$ cat config.mk
export PLATFORM = sky130hd
export DESIGN_NAME = cmp_sort_ctrl_flat
export DESIGN_NICKNAME = d
export VERILOG_FILES = /design/src/rtl/cmp_sort_ctrl_pkg.sv /design/src/rtl/cmp_sort_ctrl_if.sv /design/src/rtl/cmp_sort_ctrl_cmp8.sv /design/src/rtl/cmp_sort_ctrl.sv /design/src/flat_wrapper.sv
export SDC_FILE = /design/constraint.sdc
export NUM_CORES = 1
export LEC_CHECK = 0
export ABC_CLOCK_PERIOD_IN_PS = 6460
export BUFFER_PORTS_ARGS = -buffer_cell sky130_fd_sc_hd__buf_2
export CAP_MARGIN = 5
export CORE_MARGIN = 2
export CORE_UTILIZATION = 45
export CTS_CLUSTER_DIAMETER = 50
export DETAILED_ROUTE_END_ITERATION = 8
export GPL_TIMING_DRIVEN = 0
export PLACE_DENSITY_LB_ADDON = 0.25
export SLEW_MARGIN = 0
export SYNTH_ARGS = -nofsm -noshare
export SYNTH_HDL_FRONTEND = slang
export SYNTH_SLANG_ARGS = --single-unit
$ cat constraint.sdc
create_clock -name clk -period 6.46 [get_ports clk]
set_clock_uncertainty 0.15 [all_clocks]
set_input_delay 1.292 -clock clk [delete_from_list [all_inputs] [get_ports clk]]
set_output_delay 1.292 -clock clk [all_outputs]
set_load 0.02 [all_outputs]
$ cat src/rtl/cmp_sort_ctrl_pkg.sv
// rtl/cmp_sort_ctrl_pkg.sv - shared types and constants for the frame sorter
package cmp_sort_pkg;

   typedef enum logic [1:0] {
      LOAD  = 2'd0,
      SORT  = 2'd1,
      DRAIN = 2'd2
   } state_t;

   localparam int DEPTH_DEFAULT = 8;
   localparam int PTR_W         = $clog2(DEPTH_DEFAULT);
   localparam int DATA_W        = 8;

endpackage

$ cat src/rtl/cmp_sort_ctrl_if.sv
// rtl/cmp_sort_ctrl_if.sv - input/output byte streams and busy flag of the frame sorter
interface cmp_sort_ctrl_if;
   import cmp_sort_pkg::*;

   logic              in_valid;
   logic              in_ready;
   logic [DATA_W-1:0] in_data;
   logic              in_last;
   logic              out_valid;
   logic              out_ready;
   logic [DATA_W-1:0] out_data;
   logic              out_last;
   logic              busy;

   modport slave (
      input  in_valid, in_data, in_last, out_ready,
      output in_ready, out_valid, out_data, out_last, busy
   );

   modport master (
      output in_valid, in_data, in_last, out_ready,
      input  in_ready, out_valid, out_data, out_last, busy
   );

endinterface

$ cat src/rtl/cmp_sort_ctrl_cmp8.sv
// rtl/cmp_sort_ctrl_cmp8.sv - unsigned 8-bit magnitude comparator
module cmp8 (
   input  logic [7:0] a,
   input  logic [7:0] b,
   output logic       eq,
   output logic       gt,
   output logic       lt
);

   assign eq = (a == b);
   assign gt = (a > b);
   assign lt = (a < b);

endmodule

$ cat src/rtl/cmp_sort_ctrl.sv
// rtl/cmp_sort_ctrl.sv - load/bubble-sort/drain controller sharing one cmp8
// CMP_SORT_DESC_EN: when defined, frames are sorted descending instead of ascending.
module cmp_sort_ctrl
   import cmp_sort_pkg::*;
#(
   parameter int DEPTH = DEPTH_DEFAULT
) (
   input  logic            clk,
   input  logic            rst_n,
   cmp_sort_ctrl_if.slave  bus
);

   localparam int IW = $clog2(DEPTH);
   localparam int LW = IW + 1;

   state_t            state;
   logic [DATA_W-1:0] mem [DEPTH];
   logic [LW-1:0]     wr_ptr;   // holds the frame length once LOAD ends
   logic [IW-1:0]     rd_ptr;
   logic [IW-1:0]     j;
   logic [IW-1:0]     pass;
   logic              swapped;

   logic [IW-1:0]     j_nxt;
   logic [LW-1:0]     wr_cnt;
   logic              eq, gt, lt, swap;
   logic              in_hs, out_hs, frame_end, last_cmp, sort_done, drain_last;

   cmp8 u_cmp (
      .a  (mem[j]),
      .b  (mem[j_nxt]),
      .eq (eq),
      .gt (gt),
      .lt (lt)
   );

`ifdef CMP_SORT_DESC_EN
   assign swap = ~eq & lt & ~gt;
`else
   assign swap = ~eq & gt & ~lt;
`endif

   assign j_nxt      = j + IW'(1);
   assign wr_cnt     = wr_ptr + LW'(1);
   assign in_hs      = (state == LOAD) && bus.in_valid;
   assign out_hs     = (state == DRAIN) && bus.out_ready;
   assign frame_end  = bus.in_last || (wr_cnt == LW'(DEPTH));
   assign last_cmp   = (LW'(j) == wr_ptr - LW'(2) - LW'(pass));
   // A swap on the final compare of a pass still forces another pass.
   assign sort_done  = !(swapped || swap) || (LW'(pass) == wr_ptr - LW'(2));
   assign drain_last = (LW'(rd_ptr) == wr_ptr - LW'(1));

   assign bus.in_ready  = (state == LOAD);
   assign bus.out_valid = (state == DRAIN);
   assign bus.busy      = (state != LOAD);
   assign bus.out_data  = (state == DRAIN) ? mem[rd_ptr] : '0;
   assign bus.out_last  = (state == DRAIN) && drain_last;

   always_ff @(posedge clk) begin
      if (in_hs) begin
         mem[wr_ptr[IW-1:0]] <= bus.in_data;
      end else if ((state == SORT) && swap) begin
         mem[j]     <= mem[j_nxt];
         mem[j_nxt] <= mem[j];
      end
   end

   always_ff @(posedge clk or negedge rst_n) begin
      if (!rst_n) begin
         state   <= LOAD;
         wr_ptr  <= '0;
         rd_ptr  <= '0;
         j       <= '0;
         pass    <= '0;
         swapped <= 1'b0;
      end else begin
         case (state)
            LOAD: begin
               if (in_hs) begin
                  wr_ptr <= wr_cnt;
                  if (frame_end) begin
                     j       <= '0;
                     pass    <= '0;
                     swapped <= 1'b0;
                     rd_ptr  <= '0;
                     state   <= (wr_cnt == LW'(1)) ? DRAIN : SORT;
                  end
               end
            end
            SORT: begin
               if (last_cmp) begin
                  if (sort_done) begin
                     state <= DRAIN;
                  end else begin
                     pass    <= pass + IW'(1);
                     j       <= '0;
                     swapped <= 1'b0;
                  end
               end else begin
                  j       <= j_nxt;
                  swapped <= swapped | swap;
               end
            end
            DRAIN: begin
               if (out_hs) begin
                  if (drain_last) begin
                     state  <= LOAD;
                     wr_ptr <= '0;
                     rd_ptr <= '0;
                  end else begin
                     rd_ptr <= rd_ptr + IW'(1);
                  end
               end
            end
            default: state <= LOAD;
         endcase
      end
   end

endmodule

$ cat src/flat_wrapper.sv
// flat-port wrapper written by rule: the top's interface ports become plain ports
module cmp_sort_ctrl_flat import cmp_sort_pkg::*;
#(
   parameter int DEPTH = DEPTH_DEFAULT
)
  (clk, rst_n, bus_in_valid, bus_in_data, bus_in_last, bus_out_ready, bus_in_ready, bus_out_valid, bus_out_data, bus_out_last, bus_busy);
  cmp_sort_ctrl_if bus_i ();
  input  logic clk;
  input  logic rst_n;
  input wire logic [$bits(bus_i.in_valid)-1:0] bus_in_valid;
  input wire logic [$bits(bus_i.in_data)-1:0] bus_in_data;
  input wire logic [$bits(bus_i.in_last)-1:0] bus_in_last;
  input wire logic [$bits(bus_i.out_ready)-1:0] bus_out_ready;
  output wire logic [$bits(bus_i.in_ready)-1:0] bus_in_ready;
  output wire logic [$bits(bus_i.out_valid)-1:0] bus_out_valid;
  output wire logic [$bits(bus_i.out_data)-1:0] bus_out_data;
  output wire logic [$bits(bus_i.out_last)-1:0] bus_out_last;
  output wire logic [$bits(bus_i.busy)-1:0] bus_busy;
  assign bus_i.in_valid = bus_in_valid;
  assign bus_i.in_data = bus_in_data;
  assign bus_i.in_last = bus_in_last;
  assign bus_i.out_ready = bus_out_ready;
  assign bus_in_ready = bus_i.in_ready;
  assign bus_out_valid = bus_i.out_valid;
  assign bus_out_data = bus_i.out_data;
  assign bus_out_last = bus_i.out_last;
  assign bus_busy = bus_i.busy;
  cmp_sort_ctrl #(.DEPTH(DEPTH)) u_core (.clk(clk), .rst_n(rst_n), .bus(bus_i));
endmodule
==> out/metrics.yaml, run 1 <==
h-tree-depth: 3
hold_buffers: 0
start_kind: "flip-flop"
final.fill_count: 1100
cp.required_ns: 6.36
rsz0062_at_grt: "false"
vias: 4149
tightest_slew_ns: 0.977
cts_buffers: 9
wl_per_cell_microns: 24.1
antenna_found_initial: 0
routed_wl_mm: 16.1
synth_area_leader_cell: "edfxtp_1"
syn_inst: 449
synth_top_area_share_pct: 32.8
root_buffer: "clkbuf_16"
clock_path_buffers: 2
final_nets: 525
area_delta_synth_final_pct: 11.8
clock_latency_ns: 0.35
slowest_delay_ns: 0.58
drv_cap: 0
die-area_sq_um: 14000
synth_edf_count: 64
critical_path.slowest_cell: "o21ai_1"
dp_hpwl_mm: 11.2
finalCritPeriodShare_pct: 85.1
io_pins: 25
setup-tns-final_ns: 0
clock_sinks: 80
timing.fmax_ghz: 0.182
status: "completed"
cts_setup_buffers: 0
die_y_microns: 118
grt_pass1_wl_mm: 24.2
place_congestion: 0.846
path_buf_inv: 3
first_global_vias: 4225
grt_remaining_overflow: 0
cts_resized: 0
ys_seq_area_share_pct: 39.6
drive_above_1_share_pct: 23.6
ys.flop_type: "edfxtp_1"
post-route-drc-count: 0
viasPerCell: 6.21
crit_path_end_kind: "flip-flop"
die_x_microns: 118
ys_top_cells_by_area: "edfxtp_1 33%, mux2i_1 16%, mux4_2 15%"
grt_max_degree: 17
antenna_cells: 0
setup_violations: 0
grt_use_total_pct: 23.8
cp_data_arrival_time_ns: 5.40
port_buffers: 24
dr.pass1.iters: 5
drt_iter0_drc: 386
slew_headroom_pct: 34.9
crit_fanout: 10
hold_path.class: "reg -> reg"
core_area_sq_um: 12700
synth_warnings: 0
path_cells: "ha_1 > xor2_4 > buf_6 > mux4_1 > mux2i_1 > ha_1 > nand4_1 > a21oi_1 > o21a_1 > clkbuf_1 > a32oi_1 > o21ai_1 > buf_6"
period_needed_ns: 5.50
syn_area_sq_um: 5860
ant_nets: 0
hold_violations: 0
yosysUniqueCellTypes: 57
synth_seq_cells: 80
drv_slew: 0
worstSetupPathType: "reg -> reg"
fp-row-count: 41
path_clk_slew_ns: 0.06
initial_core_util_pct: 46.3
postSynth.asyncResetShare_pct: 20.0
avgSynthCellArea_sq_um: 13.1
syn-num-nets: 482
cts_tree: "yes"
path_delay_family: "compound AO/OA/AOI/OAI gates"
kinds of logic after synthesis:
group                      Yosys count  share of synthesized area (%)
buffers and inverters               56                           4.31
muxes                              150                           37.1
AOI/OAI and AO/OA                   55                           6.04
and+or+nand+nor                     77                           6.34
xor gates and xnor gates            11                           2.20
adders and majority gates           20                           4.40
DFF                                 80                           39.6
cell usage after synthesis (all sizes together), types with 4 or more instances:
| library cell | instances |
|---|---|
| mux2i | 92 |
| edfxtp | 64 |
| mux4 | 48 |
| inv | 28 |
| nor2 | 24 |
| o21ai | 23 |
| ha | 19 |
| buf | 18 |
| nand2 | 17 |
| dfrtp | 16 |
| nand3 | 12 |
| clkbuf | 10 |
| mux2 | 10 |
| a21oi | 8 |
| xnor2 | 6 |
| nor2b | 5 |
| xor2 | 4 |
state kept, by name, summed over array words and instances, names as in the netlist:
signal          cells
u_core.j            3
u_core.mem         64
u_core.pass         3
u_core.rd_ptr       3
u_core.state        2
u_core.swapped      1
u_core.wr_ptr       4
layer usage:
metal  part of all wire, %  up-vias  track usage, %
met2                    51      191            40.4
li1                      -     1831               -
met4                   4.1        0            11.5
met5                     0        -               0
met1                    39     2069            29.2
met3                   6.2       58            4.25
per-stage QoR:
stage               utilization [%]  setup WS [ns]  cell area, sq um  cells  hold slack [ns]
floorplan                         -           1.98              5860    449            0.337
global placement               48.9          0.289              6200    645            0.368
detailed placement             49.5           1.17              6280    653            0.403
CTS                            51.8           1.14              6560    668            0.412
global route                   51.8          0.793              6560    668            0.417
finish                         51.8          0.960              6560    668            0.399
path summary, 6_finish.rpt:
path	cells past startpoint	to	slack, ns	from
worst max-delay path	13	u_core.mem[3][5]$_DFFE_PP_	0.96	u_core.j[1]$_DFFE_PN0P_
worst max register to register	13	u_core.mem[3][5]$_DFFE_PP_	0.96	u_core.j[1]$_DFFE_PN0P_
max in group asynchronous	1	u_core.j[0]$_DFFE_PN0P_	5.17	rst_n
worst min-delay path	1	u_core.pass[0]$_DFFE_PN0P_	0.40	u_core.pass[0]$_DFFE_PN0P_
min in group asynchronous	1	u_core.swapped$_DFFE_PN0P_	0.71	rst_n
worst min register to register	1	u_core.pass[0]$_DFFE_PN0P_	0.40	u_core.pass[0]$_DFFE_PN0P_
cell type report:
cell class                 instances  area [sq um]  share of cell area (%)
buffer                            28           148                    2.25
clock buffer                      11           233                    3.55
clock inverter                     4          47.5                   0.725
inverter                          28           105                    1.60
multi-input combinational        313          3290                    50.1
sequential                        80          2320                    35.4
tap                              172           215                    3.28
timing repair buffer              32           199                    3.03
layout by cell type (no fill, tap or decap), types with 3 or more instances in the layout:
cell type | Yosys | layout
inv_1 | 28 | 28
xor2_1 | 3 | 3
buf_6 | 3 | 8
edfxtp_1 | 64 | 64
nor2_1 | 24 | 24
mux2_4 | 3 | 3
mux2i_1 | 91 | 91
clkbuf_16 | 0 | 9
clkbuf_1 | 10 | 12
o21ai_1 | 0 | 8
o21ai_0 | 23 | 15
mux2_2 | 7 | 7
nand2_1 | 17 | 17
mux4_1 | 10 | 10
xnor2_1 | 6 | 6
dfrtp_1 | 16 | 16
nor2b_1 | 5 | 5
mux4_2 | 38 | 38
ha_1 | 19 | 19
buf_4 | 1 | 4
nand3_1 | 12 | 12
a21oi_1 | 7 | 7
buf_2 | 13 | 37
a21o_1 | 3 | 3
worst reg2reg max path, delay by kind of cell (launching register included):
family	cells	cell delay, ns
adder cells (fa/ha/maj)	2	0.59
multiplexers	2	0.84
XOR/XNOR	1	0.46
AND/OR/NAND/NOR	1	0.25
buffers and inverters	3	0.88
AO/OA/AOI/OAI	4	1.56
flip-flops	1	0.47
Power of run 1 is not shown: default switching activity piles up to over one toggle a cycle in this logic, so the estimate is an artifact.
==> inputs of run 2 (changes only) <==
Settings changed: ABC_CLOCK_PERIOD_IN_PS 6460 to 6270, GPL_TIMING_DRIVEN 0 to unset.
Clock period 6.46 ns to 6.27 ns, I/O delays scaled along.
==> run 2 against run 1 <==
  * Final cell count decreased by 1.2%
  * First-iteration DRC count increased by 15%
  * Worst hold slack improved by 0.0055 ns
  * Clock-buffer cell count increased by 1
  * Fmax increased by 5.0%
  * Non-clock buffer count decreased by 9
  * Critical path depth decreased by 1
  * Register-to-register slack improved by 0.07 ns
  * Sequential share of layout area about the same
  * Critical path type unchanged
  * Global-route usage decreased by 0.66 points
  * Critical endpoint is now u_core.mem[5][2]$_DFFE_PP_
==> out/metrics.yaml, run 2 (synthesis results as in run 1) <==
status: "completed"  # unchanged
cp_data_arrival_time_ns: 5.13  # was 5.40 ns
clock_path_buffers: 2  # unchanged
cts_resized: 0  # unchanged
viasPerCell: 6.21  # about the same
drv_slew: 0  # unchanged
drv_cap: 0  # unchanged
die_x_microns: 118  # unchanged
dr.pass1.iters: 5  # unchanged
grt_max_degree: 23  # was 17
place_congestion: 0.870  # was 0.846
grt_remaining_overflow: 0  # unchanged
final_common_cell: "mux2i_1"  # unchanged
clock_latency_ns: 0.35  # about the same
finalCritPeriodShare_pct: 83.6  # was 85.1%
cts_buffers: 9  # unchanged
tightest_slew_ns: 0.998  # was 0.977 ns
rsz0062_at_grt: "false"  # unchanged
start_kind: "flip-flop"  # unchanged
post-route-drc-count: 0  # unchanged
place_inst: 644  # was 653
die-area_sq_um: 14000  # unchanged
largest_reg_flops: 64  # unchanged
clock_sinks: 80  # unchanged
fp-row-count: 41  # unchanged
antenna_cells: 0  # unchanged
drt_iter0_drc: 442  # was 386
timing.fmax_ghz: 0.191  # was 0.182 GHz
largest_register: "u_core.mem"  # unchanged
wl_per_cell_microns: 23.8  # was 24.1 microns
grt_pass1_wl_mm: 23.9  # was 24.2 mm
layout_common_cells: "91 x mux2i_1, 64 x edfxtp_1, 38 x mux4_2"  # unchanged
io_pins: 25  # unchanged
port_buffers: 24  # unchanged
cts_setup_buffers: 0  # unchanged
hold_violations: 0  # unchanged
hold_buffers: 0  # unchanged
hold_path.class: "reg -> reg"  # unchanged
h-tree-depth: 3  # unchanged
setup_violations: 0  # unchanged
holdWs_ns: 0.404  # was 0.399 ns
cts_tree: "yes"  # unchanged
drive_above_1_share_pct: 24.4  # was 23.6%
final_cells: 660  # was 668
vias: 4097  # was 4,149
setup-tns-final_ns: 0  # unchanged
dp_hpwl_mm: 10.7  # was 11.2 mm
crit_path_end_kind: "flip-flop"  # unchanged
die_y_microns: 118  # unchanged
routed_wl_mm: 15.7  # was 16.1 mm
first_global_vias: 3960  # was 4,225
cp.required_ns: 6.16  # was 6.36 ns
crit_fanout: 14  # was 10
worstSetupPathType: "reg -> reg"  # unchanged
area_delta_synth_final_pct: 11.9  # was 11.8%
final.fill_count: 1116  # was 1,100
initial_core_util_pct: 46.3  # unchanged
reg_top3: "u_core.mem (64), u_core.wr_ptr (4)"  # unchanged
slew_headroom_pct: 33.5  # was 34.9%
path_clk_slew_ns: 0.06  # about the same
period_needed_ns: 5.24  # was 5.50 ns
final_nets: 516  # was 525
ant_nets: 0  # unchanged
root_buffer: "clkbuf_16"  # unchanged
grt_use_total_pct: 23.1  # was 23.8%
antenna_found_initial: 0  # unchanged
core_area_sq_um: 12700  # unchanged
[run 2: cell types whose count changed in the layout (fill, tap and decap cells not counted), sizes merged]
cell	delta
buf	+1
bufinv	+1
clkbuf	-9
clkinvlp	-1
[run 2: worst max-delay path, cell delays in order (launching register included)]
cell,delay (ns)
dfrtp_2,0.59
ha_1,0.39
xor2_4,0.48
mux4_1,0.63
mux2_2,0.31
ha_1,0.20
nor2b_1,0.12
o211ai_1,0.09
a21oi_1,0.27
o21a_1,0.43
nand3_1,0.71
o21ai_0,0.26
buf_4,0.28
[run 2: cell type report]
class	instances	area (sq um)	area share (%)
Clock buffer	12	236	3.60
Clock inverter	4	68.8	1.05
Inverter	28	105	1.60
Multi-Input combinational cell	313	3290	50.1
Sequential cell	80	2320	35.4
Tap cell	172	215	3.28
Timing Repair Buffer	51	323	4.92
[run 2: worst paths after layout]
check / startpoint / end / slack [ns] / depth (start not counted)
worst max-delay path: u_core.j[0]$_DFFE_PN0P_ / u_core.mem[5][2]$_DFFE_PP_ / 1.03 / 12
worst min-delay path: u_core.pass[0]$_DFFE_PN0P_ / u_core.pass[0]$_DFFE_PN0P_ / 0.40 / 1
worst max register to register: u_core.j[0]$_DFFE_PN0P_ / u_core.mem[5][2]$_DFFE_PP_ / 1.03 / 12
worst min register to register: u_core.pass[0]$_DFFE_PN0P_ / u_core.pass[0]$_DFFE_PN0P_ / 0.40 / 1
max in group asynchronous: rst_n / u_core.j[0]$_DFFE_PN0P_ / 4.98 / 1
min in group asynchronous: rst_n / u_core.pass[0]$_DFFE_PN0P_ / 0.68 / 1
[run 2: metrics by stage]
stage,cell area [sq um],worst slack (ns),util [%]
2_1_floorplan,5860,1.79,-
5_1_grt,6560,0.784,51.8
3_5_place_dp,6250,1.06,49.4
4_1_cts,6560,1.03,51.8
6_report,6560,1.03,51.8
3_3_place_gp,6250,1.13,49.4
[run 2: layer usage]
metal / track usage, % / vias to the layer above / part of all wire, %
met5: 0 / - / 0
met4: 8.43 / 0 / 3.0
met3: 4.20 / 28 / 6.8
met2: 37.0 / 186 / 48
met1: 31.5 / 2061 / 42
li1: - / 1822 / -
Power of run 2 is left out for the same reason.
